File: src/rtl/uart_pkg.sv
// Shared UART definitions: receiver state encoding and baud-rate helper.
package uart_pkg;

  localparam int unsigned STATE_W = 3;

  typedef enum logic [STATE_W-1:0] {
    S_IDLE      = 3'd0,
    S_START     = 3'd1,
    S_DATA      = 3'd2,
    S_PARITY    = 3'd3,
    S_STOP      = 3'd4,
    S_WAIT_HIGH = 3'd5
  } state_t;

  // System clocks per serial bit.
  function automatic int unsigned uart_rate(input int unsigned clock, input int unsigned baud);
    return clock / baud;
  endfunction

endpackage

File: src/rtl/uart_rx_sync.sv
// N-flop synchroniser for an asynchronous input; resets to the idle-high level.
module uart_rx_sync #(
  parameter int unsigned N = 2
) (
  input  logic clk,
  input  logic rst,
  input  logic d,
  output logic q
);

  logic [N-1:0] ff;

  always_ff @(posedge clk or posedge rst) begin
    if (rst) ff <= '1;
    else     ff <= {ff[N-2:0], d};
  end

  assign q = ff[N-1];

endmodule

File: src/rtl/uart_rx.sv
// 8N1/8E1 UART receiver: mid-bit sampling, LSB-first reassembly, one-cycle result strobes.
module uart_rx
  import uart_pkg::*;
#(
  parameter int unsigned CLOCK_RATE = 100000000,
  parameter int unsigned BAUD_RATE  = 115200,
  parameter int unsigned PARITY     = 1
) (
  input  logic       clk,
  input  logic       rst,
  input  logic       rx,
  output logic [7:0] val,
  output logic       valid,
  output logic       parity_err,
  output logic       frame_err,
  output logic       busy
);

  localparam int unsigned RATE = uart_rate(CLOCK_RATE, BAUD_RATE);
  localparam int unsigned HALF = RATE / 2;
  localparam int unsigned CW   = $clog2(RATE) + 1;
  localparam logic [CW-1:0] BIT_END  = CW'(RATE - 1);
  localparam logic [CW-1:0] HALF_END = CW'(HALF - 1);

  logic          rxs;
  state_t        state, state_n;
  logic [CW-1:0] cnt, cnt_n;
  logic [2:0]    idx, idx_n;
  logic [7:0]    shreg, shreg_n;
  logic          acc, acc_n;
  logic          perr, perr_n;
  logic [7:0]    val_n;
  logic          valid_n, parity_err_n, frame_err_n, busy_n;

  uart_rx_sync #(.N(2)) u_sync (
    .clk (clk),
    .rst (rst),
    .d   (rx),
    .q   (rxs)
  );

  always_ff @(posedge clk or posedge rst) begin
    if (rst) begin
      state      <= S_IDLE;
      cnt        <= '0;
      idx        <= '0;
      shreg      <= '0;
      acc        <= 1'b0;
      perr       <= 1'b0;
      val        <= '0;
      valid      <= 1'b0;
      parity_err <= 1'b0;
      frame_err  <= 1'b0;
      busy       <= 1'b0;
    end else begin
      state      <= state_n;
      cnt        <= cnt_n;
      idx        <= idx_n;
      shreg      <= shreg_n;
      acc        <= acc_n;
      perr       <= perr_n;
      val        <= val_n;
      valid      <= valid_n;
      parity_err <= parity_err_n;
      frame_err  <= frame_err_n;
      busy       <= busy_n;
    end
  end

  always_comb begin
    state_n      = state;
    cnt_n        = cnt;
    idx_n        = idx;
    shreg_n      = shreg;
    acc_n        = acc;
    perr_n       = perr;
    val_n        = val;
    valid_n      = 1'b0;
    parity_err_n = 1'b0;
    frame_err_n  = 1'b0;
    busy_n       = busy;

    unique case (state)
      S_IDLE: begin
        busy_n = 1'b0;
        cnt_n  = '0;
        if (!rxs) begin
          state_n = S_START;
          busy_n  = 1'b1;
        end
      end
      // Half a bit in: confirm the start bit, which also aligns later samples to mid-bit.
      S_START: begin
        if (cnt == HALF_END) begin
          cnt_n = '0;
          if (rxs) begin
            state_n = S_IDLE;
            busy_n  = 1'b0;
          end else begin
            idx_n   = '0;
            acc_n   = 1'b0;
            perr_n  = 1'b0;
            state_n = S_DATA;
          end
        end else begin
          cnt_n = cnt + CW'(1);
        end
      end
      S_DATA: begin
        if (cnt == BIT_END) begin
          cnt_n   = '0;
          shreg_n = {rxs, shreg[7:1]};
          acc_n   = acc ^ rxs;
          idx_n   = idx + 3'd1;
          if (idx == 3'd7) state_n = (PARITY != 0) ? S_PARITY : S_STOP;
        end else begin
          cnt_n = cnt + CW'(1);
        end
      end
      S_PARITY: begin
        if (cnt == BIT_END) begin
          cnt_n   = '0;
          perr_n  = (rxs != acc);
          state_n = S_STOP;
        end else begin
          cnt_n = cnt + CW'(1);
        end
      end
      // Leaving at the stop-bit centre leaves half a bit to catch an immediately following start.
      S_STOP: begin
        if (cnt == BIT_END) begin
          cnt_n        = '0;
          val_n        = shreg;
          busy_n       = 1'b0;
          parity_err_n = perr;
          if (rxs) begin
            valid_n = !perr;
            state_n = S_IDLE;
          end else begin
            frame_err_n = 1'b1;
            state_n     = S_WAIT_HIGH;
          end
        end else begin
          cnt_n = cnt + CW'(1);
        end
      end
      S_WAIT_HIGH: begin
        if (rxs) state_n = S_IDLE;
      end
      default: begin
        state_n = S_IDLE;
      end
    endcase
  end

endmodule

File: config.mk
export PLATFORM = sky130hd
export DESIGN_NAME = uart_rx
export DESIGN_NICKNAME = d
export VERILOG_FILES = /design/src/rtl/uart_pkg.sv /design/src/rtl/uart_rx_sync.sv /design/src/rtl/uart_rx.sv
export SDC_FILE = /design/constraint.sdc
export NUM_CORES = 1
export LEC_CHECK = 0
export BUFFER_PORTS_ARGS = -buffer_cell sky130_fd_sc_hd__buf_2
export CAP_MARGIN = 20
export CORE_MARGIN = 2
export CORE_UTILIZATION = 31
export DETAILED_ROUTE_END_ITERATION = 8
export SYNTH_ARGS = -nofsm -noshare
export SYNTH_HDL_FRONTEND = slang
export SYNTH_HIERARCHICAL = 1
export SYNTH_SLANG_ARGS = --single-unit
export TNS_END_PERCENT = 100
File: constraint.sdc
create_clock -name clk -period 3.6 [get_ports clk]
set_input_delay 0.54 -clock clk [delete_from_list [all_inputs] [get_ports clk]]
set_output_delay 0.54 -clock clk [all_outputs]
set_load 0.01 [all_outputs]
==> summary.txt, run 1 <==
Status
  • Status: complete, no violations

Timing
  • Post-route clock skew: 0.005734 ns
  • Final WS setup: 1.341 ns
  • Tightest Pin Transition: 0.8046 ns
  • Period utilization: ~63%
  • Unrepaired setup endpoints after global routing: no
  • Setup TNS: 0 ns
  • Fin crit period: roughly 2.3 ns
  • Setup-failing EPs final: 0
  • Fmax: ~0.44 GHz
  • Fin. max-slew vios: 0
  • Slew margin rel.: between 40 and 50%
  • Hold Vio Cnt, Final: 0

Floorplan
  • Die width: about 84 um
  • FP Rows: 29
  • Initial Util: 31.77%
  • # IOs: 15
  • DIE AREA: just over 0.007 mm2
  • Die height: 84.44 um
  • Core area: approximately 0.0063 mm2

Clock tree
  • Clock insertion delay at the later pin of the skew report: 0.29 ns
  • H-tree depth: 2
  • Num CTS Buffers: 5
  • Longest Clk Path Bufs: 2
  • # resized after CTS: 0
  • Number of setup buffers added after CTS: 0
  • CTS tree: yes
  • # hold bufs at CTS: 0
  • Clock root buffer: clkbuf_8
  • Clk slew on worst S/H paths: about 0.080 ns
  • CTS Sinks: 41

Setup path
  • Flop-to-flop setup slack: 1.34 ns
  • Startpoint Class: register
  • CP arrival: 2.44 ns
  • Crit-path max FO: 14
  • R2R depth: 5
  • WS Path Type: reg -> reg
  • Worst R2R Start: cnt[4]
  • Critical Path Sink Type: register
  • RR Endpoint: idx[0]
  • WP data required: roughly 3.8 ns

Route
  • Pre-Repair DR Iteration Count: 4
  • # DRC: 0
  • Vias: around 1400
  • Via density: 5.090
  • Antenna viol nets, final: 0
  • Iter 0 DRT Violations: between 70 and 80
  • Total routed wirelength: 3.563 mm
  • Avg WL per Cell: ~13 um

Run
  • Maxcap violations: 0

Pwr
  • Power Total: 0.7910 mW
  • Power Density: about 360 mW/mm2
  • Worst VDD drop: approximately 0.21 mV
  • LEAKAGE: approximately 1.1 nW

Final layout
  • Most frequent cells in the layout: dfrtp_1 (39), mux2_2 (17), buf_2 (14)
  • Share of cells above drive strength 1: roughly 29%
  • Final instance area: about 0.0022 mm2
  • Fill count: between 600 and 700
  • Nets@finish: 197
  • Ant diodes: 0
  • Most common cell after layout, fill and taps aside: dfrtp_1
  • Area grow syn2layout: 9.295%

Logic synthesis
  • EDFF count, synth: 0
  • Synth Warn #: 6
  • Top_reg_cell synth: dfrtp_1
  • Seq cells post-synth: between 40 and 50
  • Post-synthesis sequential area ratio: 51.28%
  • Syn avg cell area: 11.20 um2
  • Async S/R FF share, synth: 100.0%
  • Post-Syn Instances: ~180
  • Post-Syn Area: ~0.0020 mm2
  • Net count after synthesis: between 150 and 200
  • Unique cell type count in the Yosys netlist: 47

Place
  • Dpl hpwl: between 2 and 2.5 mm
  • IO buf count: 14
  • Pre-CTS setup slack: between 1 and 1.5 ns
  • DP Area: roughly 0.0021 mm2
  • Gpl congestion: around 0.84

GRT
  • Total grt overflow: 0
  • GRT Resource Usage Total: a little over a tenth
  • Largest net degree at the start of global routing: 40
  • Number of global-route vias before repair: around 1300
  • Antenna violations before repair: 0
  • First-pass GRT wire length: 6.092 mm

Hold path
  • Worst Hold Class: in -> async
-- where the power goes --
group / switching [mW] / internal, mW
Clock: 0.158 / 0.155
Combinational: 0.0104 / 0.00315
Sequential: 0.00196 / 0.462
-- state kept, by name (all words and copies together), names as in the netlist --
register / cells
perr: 1
u_sync/ff: 2
val: 8
acc: 1
cnt: 11
frame_err: 1
busy: 1
valid: 1
idx: 3
shreg: 8
parity_err: 1
state: 3
-- synthesized netlist by cell type (4+ instances only) --
library cell | number | area [um2]
nor2_1 | 10 | 37.54
ha_1 | 4 | 50.05
a31oi_1 | 7 | 43.79
a22o_1 | 4 | 35.03
inv_1 | 5 | 18.77
and3_1 | 4 | 25.02
dfrtp_1 | 39 | 975.9
mux2_2 | 17 | 191.4
nand3_1 | 4 | 20.02
buf_6 | 5 | 56.30
a21oi_1 | 13 | 65.06
nand4_1 | 4 | 25.02
o21ai_0 | 6 | 30.03
clkbuf_1 | 4 | 15.01
nand2_1 | 11 | 41.29
-- worst max path at each step --
stage | start | endpoint | slack [ns] | depth (start not counted)
floorplan | cnt[1] | state[0] | 1.64 | 9
global placement | cnt[7] | idx[0] | 1.33 | 5
CTS | cnt[4] | idx[0] | 1.32 | 5
detailed placement | cnt[7] | idx[0] | 1.33 | 5
finish | cnt[4] | idx[0] | 1.34 | 5
global route | cnt[4] | idx[0] | 1.16 | 5
-- worst max-delay path, cell delays in order, from the launching register on --
cell      delay [ns]
dfrtp_1         0.49
nor4bb_2        0.34
and4_4          0.31
and3_1          0.54
o21ai_1         0.18
mux2_2          0.29
-- logic make-up (layout without fill, tap and decap cells) --
logic type                 count (synthesis)  after routing  synth area share, %
muxes                                     17             17                9.544
AOI/OAI and AO/OA                         40             40                13.04
xor gates and xnor gates                   3              3                1.310
adders and majority gates                  4              4                2.495
DFF                                       41             41                51.28
and+or+nand+nor                           57             57                17.03
buffers and inverters                     17             29                5.302
-- per-layer routing --
layer  share of wire [%]  vias to the layer above  GRT usage [%]  wire length, um
li1                    -                      669              -                -
met5                   0                        -              0                0
met1                  48                      653          14.07             1724
met2                  46                       34          16.02             1632
met4                 2.4                        0          5.339               85
met3                 3.4                        8          2.458              121
-- cell type report --
| type | instances | area (um2) | share of cell area [%] |
|---|---|---|---|
| clock inverter | 2 | 13.76 | 0.6279 |
| multi-input combinational | 121 | 870.8 | 39.73 |
| sequential | 41 | 1028 | 46.92 |
| timing repair buffer | 15 | 77.57 | 3.539 |
| inverter | 6 | 22.52 | 1.027 |
| clock buffer | 6 | 82.58 | 3.767 |
| tap | 77 | 96.34 | 4.395 |
-- stage by stage --
step	std cells	util (%)	hold slack, ns
final	268	34.72	0.2620
after global routing	268	34.72	0.2649
after CTS	268	34.72	0.2605
after detailed placement	260	33.19	0.3520
after global placement	260	33.19	0.3466
after floorplan	179	-	0.3452
Note: power is estimated with default switching activity, not from simulation.
==> inputs of run 2 (changes only) <==
- ABC_AREA: default -> 1
- clock period: 3.6 -> 2.3 ns (I/O delays scaled with it)
==> summary.txt, run 2 <==
Timing
  • Tightest Pin Transition: 0.6722 ns (-0.1324 ns)
  • Slew margin rel.: 55.02% (+8.7 points)
  • Fin. max-slew vios: 0 (unchanged)
  • Setup TNS: 0 ns (unchanged)
  • Hold Vio Cnt, Final: 0 (unchanged)
  • Fin crit period: 1.805 ns (-0.4541 ns)
  • Setup-failing EPs final: 0 (unchanged)
  • Period utilization: 78.47% (+16 points)
  • Post-route clock skew: 0.006317 ns (+0.0005830 ns)
  • Unrepaired setup endpoints after global routing: no
  • Final WS setup: 0.4952 ns (-0.8459 ns)
  • Fmax: 0.5541 GHz (+25%)

Route
  • Total routed wirelength: 3.728 mm (+4.6%)
  • Avg WL per Cell: 11.23 um (-16%)
  • # DRC: 0 (unchanged)
  • Antenna viol nets, final: 0 (unchanged)
  • Via density: 4.560 (-10%)
  • Vias: 1514 (+11%)
  • Pre-Repair DR Iteration Count: 4 (unchanged)
  • Iter 0 DRT Violations: 114 (+46%)

Logic synthesis
  • Seq cells post-synth: 41 (unchanged)
  • Post-Syn Instances: 238 (+33%)
  • Share of the synthesized area in the top cell type: 47.30% (-1.4 points)
  • Post-synthesis sequential area ratio: 49.85% (-1.4 points)
  • Net count after synthesis: 245 (+32%)
  • Post-Syn Area: 0.002063 mm2 (+2.9%)
  • Most common cell in the netlist: nand2_1
  • Syn avg cell area: 8.669 um2 (-23%)
  • Unique cell type count in the Yosys netlist: 28 (-40%)
  • Most area-hungry cell type in the Yosys netlist: dfrtp_1
  • Synth Warn #: 6 (unchanged)
  • Async S/R FF share, synth: 100.0% (unchanged)
  • Synth top area cells: dfrtp_1 (47%), nand2_1 (11%), inv_1 (5.1%)
  • Post-synth top cells: nand2_1 (63), dfrtp_1 (39), inv_1 (28), nor2_1 (20), o21ai_0 (15)
  • EDFF count, synth: 0 (unchanged)
  • Top_reg_cell synth: dfrtp_1

Floorplan
  • DIE AREA: 0.007324 mm2 (+2.7%)
  • Initial Util: 32.31% (+0.54 points)
  • Die width: 85.58 um (+1.4%)
  • # IOs: 15 (unchanged)
  • FP Rows: 29 (unchanged)
  • Die height: 85.58 um (+1.4%)
  • Core area: 0.006386 mm2 (+1.1%)

Setup path
  • Worst path depth: 6 (+1)
  • CP arrival: 1.99 ns (-0.45 ns)
  • Startpoint Class: register
  • Top delay family on crit path: simple AND/OR/NAND/NOR gates
  • R2R depth: 6 (+1)
  • Critical-path top delay cell: dfrtp_1
  • Crit-path max FO: 18 (+4)
  • Critical Path, Cell by Cell: ha_1 -> inv_1 -> nor4_4 -> nand3_2 -> nand2_1 -> o21ai_2
  • WP data required: 2.48 ns (-1.30 ns)
  • Largest stage delay on the critical path: 0.41 ns (-0.13 ns)
  • WS Path Type: reg -> reg
  • Count of buffer and inverter cells on the critical path: 1 (+1)
  • Critical Path Sink Type: register

Final layout
  • Ant diodes: 0 (unchanged)
  • Most frequent cells in the layout: nand2_1 (63), dfrtp_1 (39), inv_1 (28)
  • Area grow syn2layout: 11.89%
  • Number of flip-flops in the largest register: 11 (unchanged)
  • Nets@finish: 261 (+32%)
  • Most common cell after layout, fill and taps aside: nand2_1
  • Top flop regs: cnt (11), shreg (8), val (8)
  • Top reg by flops: cnt
  • Share of cells above drive strength 1: 18.04% (-11 points)

Clock tree
  • # resized after CTS: 0 (unchanged)
  • Longest Clk Path Bufs: 2 (unchanged)
  • # hold bufs at CTS: 0 (unchanged)
  • Number of setup buffers added after CTS: 0 (unchanged)
  • CTS tree: yes
  • Clock root buffer: clkbuf_8
  • Clk slew on worst S/H paths: 0.08 ns (about the same)
  • Clock insertion delay at the later pin of the skew report: 0.30 ns (about the same)
  • CTS Sinks: 41 (unchanged)
  • H-tree depth: 2 (unchanged)
  • Num CTS Buffers: 5 (unchanged)

Place
  • Dpl hpwl: 2.643 mm (+7.3%)
  • Gpl congestion: 0.8657 (+3.4%)
  • IO buf count: 14 (unchanged)
  • Pre-CTS setup slack: 0.5082 ns (-0.8208 ns)

Pwr
  • Power Density: 579.6 mW/mm2 (+61%)
  • Worst VDD drop: 0.3116 mV (+49%)
  • Power Total: 1.338 mW (+69%)
  • LEAKAGE: 1.069 nW (+0.52%)

Hold path
  • Worst Hold Class: in -> async

GRT
  • Total grt overflow: 0 (unchanged)
  • First-pass GRT wire length: 6.561 mm (+7.7%)
  • GRT Resource Usage Total: 11.51% (+0.98 points)
  • Largest net degree at the start of global routing: 40 (unchanged)
  • Antenna violations before repair: 0 (unchanged)
  • Number of global-route vias before repair: 1459 (+8.9%)

Status
  • Status: complete, no violations

Run
  • Maxcap violations: 0 (unchanged)
[run 2: final cells by class]
class | count | area, um2
Fill cell | 668 | 4078
Clock inverter | 3 | 46.29
Inverter | 28 | 105.1
Sequential cell | 41 | 1028
Clock buffer | 5 | 68.82
Timing Repair Buffer | 16 | 85.08
Tap cell | 77 | 96.34
Multi-Input combinational cell | 162 | 878.3
[run 2: final timing paths]
kind                              start      endpoint  slack, ns
setup / recovery                 cnt[0]      shreg[7]       0.50
hold / removal                      rst  u_sync/ff[0]       0.07
setup reg to reg                 cnt[0]      shreg[7]       0.50
hold reg to reg            u_sync/ff[0]  u_sync/ff[1]       0.36
max in group asynchronous           rst        idx[2]       1.80
min in group clk                     rx  u_sync/ff[0]       0.14
[run 2: power breakdown]
part | internal [mW] | switching (mW)
clock | 0.325 | 0.265
sequential | 0.723 | 0.00252
combinational | 0.00418 | 0.0177
[run 2: metrics by stage]
step	area [um2]	hold slack (ns)	instances	utilization, %
6_report	2308	0.06538	332	36.15
5_1_grt	2308	0.05578	332	36.15
4_1_cts	2308	0.05741	332	36.15
3_5_place_dp	2193	0.3479	324	34.35
3_3_place_gp	2193	0.3467	324	34.35
2_1_floorplan	2063	0.2565	238	-
[run 2: cells by family (layout without fill, tap and decap cells)]
logic type	count (synthesis)	count (layout)	synth area share, %
simple gates	111	111	25.29
flops	41	41	49.85
compound gates	38	38	11.04
buf+inv	35	52	7.580
xor+xnor	9	9	3.821
fa+ha+maj	4	4	2.426
[run 2: layer usage]
| layer | vias up | GRT usage, % | routed length [um] |
|---|---|---|---|
| met3 | 4 | 3.465 | 119 |
| met2 | 24 | 18.32 | 1658 |
| met1 | 699 | 14.24 | 1872 |
| met5 | - | 0 | 0 |
| li1 | 787 | - | - |
| met4 | 0 | 5.628 | 78 |
==> inputs of run 3 (changes only) <==
- clock period: 2.3 -> 1.7 ns (I/O delays scaled with it)
==> summary.txt, run 3 (synthesis results as in run 2) <==
Status
  • Status: complete, no violations

Run
  • Maxcap violations: 0 (unchanged)

Timing
  • Setup-failing EPs final: 0 (unchanged)
  • Post-route clock skew: 0.006643 ns (+0.0003260 ns)
  • Slew margin rel.: 67.29% (+12 points)
  • Fin crit period: 1.627 ns (-0.1774 ns)
  • Setup TNS: 0 ns (unchanged)
  • Tightest Pin Transition: 0.4906 ns (-0.1816 ns)
  • Hold Vio Cnt, Final: 0 (unchanged)
  • Fin. max-slew vios: 0 (unchanged)
  • Period utilization: 95.73% (+17 points)
  • Fmax: 0.6145 GHz (+11%)

Clock tree
  • CTS tree: yes
  • Num CTS Buffers: 5 (unchanged)
  • H-tree depth: 2 (unchanged)
  • Longest Clk Path Bufs: 2 (unchanged)
  • Clock insertion delay at the later pin of the skew report: 0.30 ns (about the same)
  • Clock root buffer: clkbuf_8
  • Clk slew on worst S/H paths: 0.09 ns (about the same)
  • CTS Sinks: 41 (unchanged)

Final layout
  • Number of flip-flops in the largest register: 11 (unchanged)
  • Area grow syn2layout: 21.16%
  • Top reg by flops: cnt
  • Share of cells above drive strength 1: 25.93% (+7.9 points)
  • Nets@finish: 276 (+5.7%)
  • Final instance area: 0.002500 mm2 (+8.3%)
  • Most frequent cells in the layout: nand2_1 (61), dfrtp_1 (37), inv_1 (27)
  • Top flop regs: cnt (11), shreg (8), val (8)
  • Ant diodes: 0 (unchanged)
  • Most common cell after layout, fill and taps aside: nand2_1

GRT
  • First-pass GRT wire length: 7.038 mm (+7.3%)
  • Antenna violations before repair: 0 (unchanged)
  • GRT Resource Usage Total: 11.95% (+0.44 points)
  • Largest net degree at the start of global routing: 40 (unchanged)
  • Number of global-route vias before repair: 1513 (+3.7%)
  • Total grt overflow: 0 (unchanged)

Route
  • Pre-Repair DR Iteration Count: 4 (unchanged)
  • # DRC: 0 (unchanged)
  • Via density: 4.444 (-2.6%)
  • Total routed wirelength: 3.978 mm (+6.7%)
  • Vias: 1542 (+1.8%)
  • Antenna viol nets, final: 0 (unchanged)
  • Avg WL per Cell: 11.46 um (+2.1%)
  • Iter 0 DRT Violations: 80 (-30%)

Place
  • IO buf count: 14 (unchanged)
  • Dpl hpwl: 2.740 mm (+3.7%)
  • DP Area: 0.002261 mm2 (+3.1%)
  • Gpl congestion: 0.9037 (+4.4%)

Setup path
  • WS Path Type: reg -> reg
  • Crit-path max FO: 6 (-12)
  • WP data required: 1.88 ns (-0.60 ns)
  • CP arrival: 1.80 ns (-0.19 ns)
  • Startpoint Class: register
  • Critical Path Sink Type: register

Floorplan
  • FP Rows: 29 (unchanged)
  • Core area: 0.006386 mm2 (unchanged)
  • DIE AREA: 0.007324 mm2 (unchanged)
  • # IOs: 15 (unchanged)
  • Initial Util: 32.31% (unchanged)
  • Die width: 85.58 um (unchanged)
  • Die height: 85.58 um (unchanged)

Pwr
  • Power Density: 726.2 mW/mm2 (+25%)
  • Worst VDD drop: 0.5836 mV (+87%)
  • Cell internal pwr: 1.425 mW (+35%)
  • Clock Power Share: 44.2% (about the same)
  • Sw Share: 21.48% (+0.13 points)
  • Sequential share of power: 54.1% (about the same)
  • P_sw: 0.3900 mW (+37%)
  • LEAKAGE: 1.148 nW (+7.3%)
  • Combinational share of power: 1.7% (about the same)

Hold path
  • Worst Hold Class: in -> reg
==> run 3: cell types whose count changed in the layout (fill, tap and decap cells not counted), sizes merged <==
cell         delta
buf            +13
clkbuf          +1
dlygate4sd3     +1
==> run 3: timing repair <==
action	CTS	global route
resized for setup	0	17
hold endpoints to repair	2	0
setup endpoints to repair	0	27
setup buffers	0	4
hold buffers	1	0
==> run 3: path summary, 6_finish.rpt <==
path                            cells past startpoint  slack [ns]    startpoint           end
worst max register to register                      9        0.07        cnt[0]        cnt[8]
worst min register to register                      0        0.36  u_sync/ff[0]  u_sync/ff[1]
worst min-delay path                                1        0.05            rx  u_sync/ff[0]
max in group asynchronous                           4        0.72           rst        cnt[8]
min in group asynchronous                           3        0.52           rst  u_sync/ff[0]
worst max-delay path                                9        0.07        cnt[0]        cnt[8]
==> run 3: metrics by stage <==
stage	setup slack (ns)	hold slack, ns	std cells	util, %	power (mW)
after floorplan	0.1346	0.1665	238	-	1.021
after global placement	0.09206	0.2882	333	35.40	1.033
after detailed placement	0.05295	0.2934	333	35.40	1.033
after CTS	0.02311	0.04326	342	37.36	1.831
after global routing	-0.007207	0.04192	347	39.15	1.877
final	0.07256	0.05088	347	39.15	1.815
==> run 3: power groups by stage <==
stage	clock (mW)	sequential, mW	combinational [mW]
after floorplan	0	0.998	0.0227
final	0.802	0.982	0.0316
after global routing	0.857	0.983	0.0381
after CTS	0.815	0.982	0.0334
after global placement	0	1.00	0.0318
after detailed placement	0	1.00	0.0317
==> run 3: layout make-up <==
cell class	count	area (um2)
clock buffer	5	68.82
clock inverter	3	46.29
fill	655	3886
inverter	28	105.1
multi-input combinational	162	918.4
sequential	41	1031
tap	77	96.34
timing repair buffer	31	234.0
==> run 3: metal layers <==
layer	global-route usage [%]	vias up	part of all wire, %
met5	0	-	0
met4	4.618	0	1.5
met3	3.176	4	3.6
met2	17.97	23	44
met1	16.47	700	51
li1	-	815	-
==> run 3: worst max-delay path, cell delays in order (launching register included) <==
cell	delay, ns
dfrtp_1	0.40
ha_2	0.20
inv_2	0.06
nor2_2	0.12
nand3_2	0.12
nand2_2	0.13
nand2_4	0.07
nor2_4	0.17
clkbuf_16	0.17
o21ai_0	0.07
